$ cat src/rtl/mul16_pkg.sv
// Shared types and widths for the sequential 16x16 multiplier arbiter.
package mul16_pkg;

    localparam int unsigned PROD_W = 32;
    localparam int unsigned HALF_W = 8;
    localparam int unsigned OP_W   = 2 * HALF_W;

    typedef enum logic [2:0] {
        IDLE = 3'd0,
        P0   = 3'd1,
        P1   = 3'd2,
        P2   = 3'd3,
        P3   = 3'd4,
        DONE = 3'd5
    } state_t;

endpackage

$ cat src/rtl/mul16_seq_arbiter_rr_arb.sv
// Combinational round-robin arbiter: one-hot grant, searching from ptr upward with wrap.
module rr_arb #(
    parameter int unsigned NREQ  = 2,
    parameter int unsigned PTR_W = $clog2(NREQ)
) (
    input  logic [NREQ-1:0]  req,
    input  logic [PTR_W-1:0] ptr,
    output logic [NREQ-1:0]  grant_c
);

    logic             found;
    logic [PTR_W-1:0] idx;

    always_comb begin
        grant_c = '0;
        found   = 1'b0;
        idx     = '0;
        for (int unsigned k = 0; k < NREQ; k++) begin
            idx = PTR_W'((32'(ptr) + k) % NREQ);
            if (!found && req[idx]) begin
                grant_c[idx] = 1'b1;
                found        = 1'b1;
            end
        end
    end

endmodule

$ cat src/rtl/mul16_seq_arbiter.sv
// Shares one external 8x8 multiplier among NREQ requesters; each 16x16 product is
// built from four partial products accumulated in a 32-bit register.
module mul16_seq_arbiter
    import mul16_pkg::*;
#(
    parameter int unsigned NREQ = 2,
    parameter int unsigned ID_W = $clog2(NREQ)
) (
    input  logic                 clk,
    input  logic                 rst_n,
    input  logic [NREQ-1:0]      req_valid,
    output logic [NREQ-1:0]      req_ready,
    input  logic [NREQ*OP_W-1:0] req_a,
    input  logic [NREQ*OP_W-1:0] req_b,
    output logic                 rsp_valid,
    input  logic                 rsp_ready,
    output logic [PROD_W-1:0]    rsp_data,
    output logic [ID_W-1:0]      rsp_id,
    output logic                 busy,
    output logic [HALF_W-1:0]    mul_x,
    output logic [HALF_W-1:0]    mul_y,
    input  logic [OP_W-1:0]      mul_p
);

    state_t              state, state_nxt;
    logic [NREQ-1:0]     grant_c;
    logic [ID_W-1:0]     ptr;
    logic [ID_W-1:0]     gidx_c;
    logic [OP_W-1:0]     a_sel_c, b_sel_c;
    logic [OP_W-1:0]     op_a, op_b;
    logic [ID_W-1:0]     id_q;
    logic [PROD_W-1:0]   acc;
    logic [PROD_W-1:0]   addend_c;
    logic [PROD_W-1:0]   acc_sum_c;
    logic                accept_c;

    rr_arb #(.NREQ(NREQ), .PTR_W(ID_W)) u_arb (
        .req     (req_valid),
        .ptr     (ptr),
        .grant_c (grant_c)
    );

    // Winner index and its operands, selected from the one-hot grant
    always_comb begin
        gidx_c  = '0;
        a_sel_c = '0;
        b_sel_c = '0;
        for (int unsigned i = 0; i < NREQ; i++) begin
            if (grant_c[i]) begin
                gidx_c  = ID_W'(i);
                a_sel_c = req_a[i*OP_W +: OP_W];
                b_sel_c = req_b[i*OP_W +: OP_W];
            end
        end
    end

    assign accept_c  = (state == IDLE) && (|grant_c);
    assign acc_sum_c = acc + addend_c;

    always_ff @(posedge clk or negedge rst_n) begin
        if (!rst_n) state <= IDLE;
        else        state <= state_nxt;
    end

    always_comb begin
        state_nxt = state;
        case (state)
            IDLE:    if (|grant_c) state_nxt = P0;
            P0:      state_nxt = P1;
            P1:      state_nxt = P2;
            P2:      state_nxt = P3;
            P3:      state_nxt = DONE;
            DONE:    if (rsp_ready) state_nxt = IDLE;
            default: state_nxt = IDLE;
        endcase
    end

    // Half-select mux feeding the shared core, plus the aligned partial product
    always_comb begin
        req_ready = '0;
        mul_x     = '0;
        mul_y     = '0;
        addend_c  = '0;
        case (state)
            IDLE: req_ready = grant_c;
            P0: begin
                mul_x    = op_a[HALF_W-1:0];
                mul_y    = op_b[HALF_W-1:0];
                addend_c = PROD_W'(mul_p);
            end
            P1: begin
                mul_x    = op_a[OP_W-1:HALF_W];
                mul_y    = op_b[HALF_W-1:0];
                addend_c = PROD_W'(mul_p) << HALF_W;
            end
            P2: begin
                mul_x    = op_a[HALF_W-1:0];
                mul_y    = op_b[OP_W-1:HALF_W];
                addend_c = PROD_W'(mul_p) << HALF_W;
            end
            P3: begin
                mul_x    = op_a[OP_W-1:HALF_W];
                mul_y    = op_b[OP_W-1:HALF_W];
                addend_c = PROD_W'(mul_p) << OP_W;
            end
            default: ;
        endcase
    end

    always_ff @(posedge clk or negedge rst_n) begin
        if (!rst_n) begin
            op_a      <= '0;
            op_b      <= '0;
            id_q      <= '0;
            ptr       <= '0;
            acc       <= '0;
            rsp_valid <= 1'b0;
            rsp_data  <= '0;
            rsp_id    <= '0;
            busy      <= 1'b0;
        end else begin
            busy <= (state_nxt != IDLE);
            case (state)
                IDLE: begin
                    if (accept_c) begin
                        op_a <= a_sel_c;
                        op_b <= b_sel_c;
                        id_q <= gidx_c;
                        acc  <= '0;
                        ptr  <= ID_W'((32'(gidx_c) + 32'd1) % NREQ);
                    end
                end
                P0, P1, P2: acc <= acc_sum_c;
                P3: begin
                    acc       <= acc_sum_c;
                    rsp_data  <= acc_sum_c;
                    rsp_id    <= id_q;
                    rsp_valid <= 1'b1;
                end
                DONE: if (rsp_ready) rsp_valid <= 1'b0;
                default: ;
            endcase
        end
    end

endmodule

$ cat config.mk
export PLATFORM = sky130hd
export DESIGN_NAME = mul16_seq_arbiter
export DESIGN_NICKNAME = d
export VERILOG_FILES = /design/src/rtl/mul16_pkg.sv /design/src/rtl/mul16_seq_arbiter_rr_arb.sv /design/src/rtl/mul16_seq_arbiter.sv
export SDC_FILE = /design/constraint.sdc
export NUM_CORES = 1
export LEC_CHECK = 0
export BUFFER_PORTS_ARGS = -buffer_cell sky130_fd_sc_hd__clkbuf_2
export CELL_PAD_IN_SITES_DETAIL_PLACEMENT = 0
export CELL_PAD_IN_SITES_GLOBAL_PLACEMENT = 1
export CORE_MARGIN = 5
export CORE_UTILIZATION = 35
export DETAILED_ROUTE_END_ITERATION = 12
export PLACE_DENSITY = 0.78
export SLEW_MARGIN = 10
export SYNTH_ARGS = -nofsm -noshare
export SYNTH_HDL_FRONTEND = slang
export SYNTH_SLANG_ARGS = --single-unit
export TNS_END_PERCENT = 100
$ cat constraint.sdc
create_clock -name clk -period 7.65 [get_ports clk]
set_input_delay 0.765 -clock clk [delete_from_list [all_inputs] [get_ports clk]]
set_output_delay 0.765 -clock clk [all_outputs]
set_load 0.05 [all_outputs]
==> impl_metrics.tcl <==
set metrics [dict create \
    power.switching_fraction 0.525 \
    route.vias.total 5674 \
    io_buffers 137 \
    final_util 0.411 \
    worst_ep_arrival_time_ns 4.58 \
    netlist_area_um2 6550 \
    synthXorXnorAreaFrac 0.0382 \
    io_pins 138 \
    drtAntennaViolNets 0 \
    sequentialPowerShare 0.270 \
    worst_setup_hold_path_clk_slew_ns 0.07 \
    globalRouteOverflowTotal 0 \
    floorplan.initialDensity 0.352 \
    layout_worst_path_cycle_share 0.574 \
    synth-compound-area-share 0.269 \
    area_growth_syn_to_layout_pct 16.8 \
    synth_edf_count 0 \
    synth_top_family_by_area "compound AO/OA/AOI/OAI gates" \
    irDropWorstVdd_mv 0.256 \
    grt_most_used_layer "met2" \
    net-switching-power_mw 1.95 \
    wirelength_mm 18.2 \
    nNetsFinal 977 \
    report.final.hold_viol_count 0 \
    post-cts-setup-buffers 0 \
    slew_violations 0 \
    number_of_global_route_vias_before_repair 5653 \
    ys_seq_elements 104 \
    cts_tree "built" \
    core_region_area_um2 18600 \
    yosys.area.top_type "dfrtp_1" \
    final_layout_size_suffix_gt1_frac 0.219 \
    route.detailed.drc 0 \
    rsz_0062_raised_after_global_routing "false" \
    power_per_cell_area_nw_per_um2 487 \
    setup-violations-final 0 \
    timing.setup.critical_path_class "reg2reg" \
    grt_max_degree 62 \
    gpl.final_weighted_congestion 0.920 \
    setup_total_negative_slack_ns 0 \
    cap_violations 0 \
    result_of_the_run "complete, no violations" \
    critPathRequiredTime_ns 7.83 \
    ys_seq_area_frac 0.397 \
    first_iter_violations 279 \
    total_iterations_of_the_first_detailed_routing_run 5 \
    cts_resized 0 \
    maxSlewHeadroom 0.287 \
    synth.mux.area_fraction 0.0218 \
    gr-usage-met3 0.0453 \
    pwr-share-comb 0.604 \
    post_detailed_route_via_to_cell_ratio 5.17 \
    critPathLaunchType "flop" \
    initial_antenna_violation_count 0 \
    yosysTopAreaCellShare 0.397 \
    yosysWarningCount 0 \
    p_clk_frac 0.126 \
    cts.sink_count 104 \
    most_used_cells_in_the_layout_excluding_fill_and_tap_cells "152 x nand2_1, 136 x clkbuf_2, 116 x o21ai_0" \
    final.min_clock_period_ns 4.39 \
    syn-instance-count 756 \
    wire_per_inst_um 16.6 \
    clock_tree.htree_level_count 3 \
    ys_async_sr_fraction 1.00 \
    met2_usage 0.266 \
    place_hpwl_mm 13.9 \
    static-leakage-power_nw 3.69 \
    internal_power_mw 1.77 \
    clk_latency_ns 0.36 \
    cts-buffers-inserted 9 \
    synthesis.nets 873 \
    die_y_um 147 \
    critical_path_maximum_fanout 28 \
    postSynthAreaPerCell_um2 8.66 \
    finClkSkew_ns 0.0104 \
    global_route_met1_usage 0.236 \
    cp-end-kind "flop" \
    clockBufferDepth 2 \
    worst-slew-pin-transition_ns 1.07 \
    antenna_cells 0 \
    fp.dieArea_um2 21500 \
    max_clk_rate_mhz 228 \
    netlist_cell_types 56 \
    leading_post_synthesis_cells_by_cell_area "dfrtp_1 40%, o21ai_0 8.9%, nand2_1 8.7%" \
    grt_pass1_wl_mm 30.0 \
    layout.cells.most_common "nand2_1" \
    hold_buffers 0 \
    hold_path_class "in2async" \
    root_buf_cell "clkbuf_16" \
    ys.flop_type "dfrtp_1" \
    globalRouteTotalUtil 0.170 \
    chipWidth_um 147 \
    synthSimpleGateAreaFrac 0.169 \
    placementRows 50 \
    synth-adder-area-share 0.0623 \
]
==> synthesized netlist by cell type (6+ instances only) <==
library cell / n
nand2_1: 152
o21ai_0: 116
dfrtp_1: 104
a22oi_1: 41
a21oi_1: 37
clkbuf_1: 34
ha_1: 31
nor2_1: 23
a21o_1: 21
and2_1: 20
a22o_1: 19
xnor2_1: 14
xor2_1: 12
mux2_2: 10
nand3_1: 8
inv_1: 7
nor2b_1: 7
o21bai_1: 7
and3_1: 6
nand2b_1: 6
nor3_1: 6
==> power groups by stage <==
stage	Combinational [mW]	Sequential [mW]	Clock, mW
3_5_place_dp	2.27	1.01	0
6_report	2.25	1.01	0.467
4_1_cts	2.27	1.01	0.483
2_1_floorplan	1.53	1.23	0
5_1_grt	2.50	1.04	0.500
3_3_place_gp	2.25	1.01	0
==> worst paths after layout <==
| check | end | start | slack [ns] | cells after the start |
|---|---|---|---|---|
| max | rsp_data[25]$_DFFE_PN0N_ | state[0]$_DFF_PN0_ | 3.26 | 12 |
| min | rsp_data[8]$_DFFE_PN0N_ | rst_n | 0.42 | 1 |
| max reg2reg | rsp_data[25]$_DFFE_PN0N_ | state[0]$_DFF_PN0_ | 3.26 | 12 |
| min reg2reg | rsp_data[1]$_DFFE_PN0N_ | rsp_data[1]$_DFFE_PN0N_ | 0.47 | 2 |
| max in group asynchronous | rsp_data[24]$_DFFE_PN0N_ | rst_n | 6.01 | 2 |
| min in group clk | rsp_data[1]$_DFFE_PN0N_ | rsp_data[1]$_DFFE_PN0N_ | 0.47 | 2 |
==> layout make-up <==
class / instances / area [um^2]
Clock buffer: 9 / 225
Clock inverter: 6 / 68.8
Fill cell: 1900 / 10900
Inverter: 7 / 26.3
Multi-Input combinational cell: 596 / 3700
Sequential cell: 104 / 2600
Tap cell: 234 / 293
Timing Repair Buffer: 142 / 726
==> metrics by stage <==
stage / hold slack [ns] / instance area (um^2) / total power [mW] / cells / worst slack, ns
floorplan: 0.439 / 6550 / 2.76 / 756 / 4.37
global placement: 0.459 / 7330 / 3.26 / 1083 / 3.42
detailed placement: 0.461 / 7330 / 3.29 / 1083 / 3.34
CTS: 0.458 / 7630 / 3.76 / 1098 / 3.33
global route: 0.483 / 7640 / 4.04 / 1098 / 2.86
finish: 0.421 / 7640 / 3.72 / 1098 / 3.26
==> cell families after synthesis <==
logic type                 Yosys count
adders and majority gates           32
AOI/OAI and AO/OA                  277
and+or+nand+nor                    247
muxes                               13
buffers and inverters               56
DFF                                104
xor gates and xnor gates            27
==> per-layer routing <==
layer,routed length (um),share of wire,vias to the layer above
met1,8770,0.48,2582
met3,1120,0.062,19
met5,0,0,-
li1,-,-,2906
met2,8060,0.44,167
met4,262,0.014,0
==> state kept, by name, indices dropped and copies added (netlist names) <==
register / cells
op_b: 16
rsp_valid: 1
ptr: 1
op_a: 16
id_q: 1
state: 3
rsp_data: 32
busy: 1
rsp_id: 1
acc: 32
==> worst max-delay path, cell delays in order (launching register included) <==
cell and delay, ns:
dfrtp_1 0.88, nand2b_1 0.15, nor2_1 0.72, a22o_1 0.27, ha_1 0.30, a21oi_1 0.24, o21ai_1 0.11, a21o_1 0.19
a211oi_2 0.36, a2111oi_4 0.19, o211ai_1 0.43, mux2i_1 0.25, o311ai_1 0.13
No activity file was read; power rests on OpenSTA's default activity.
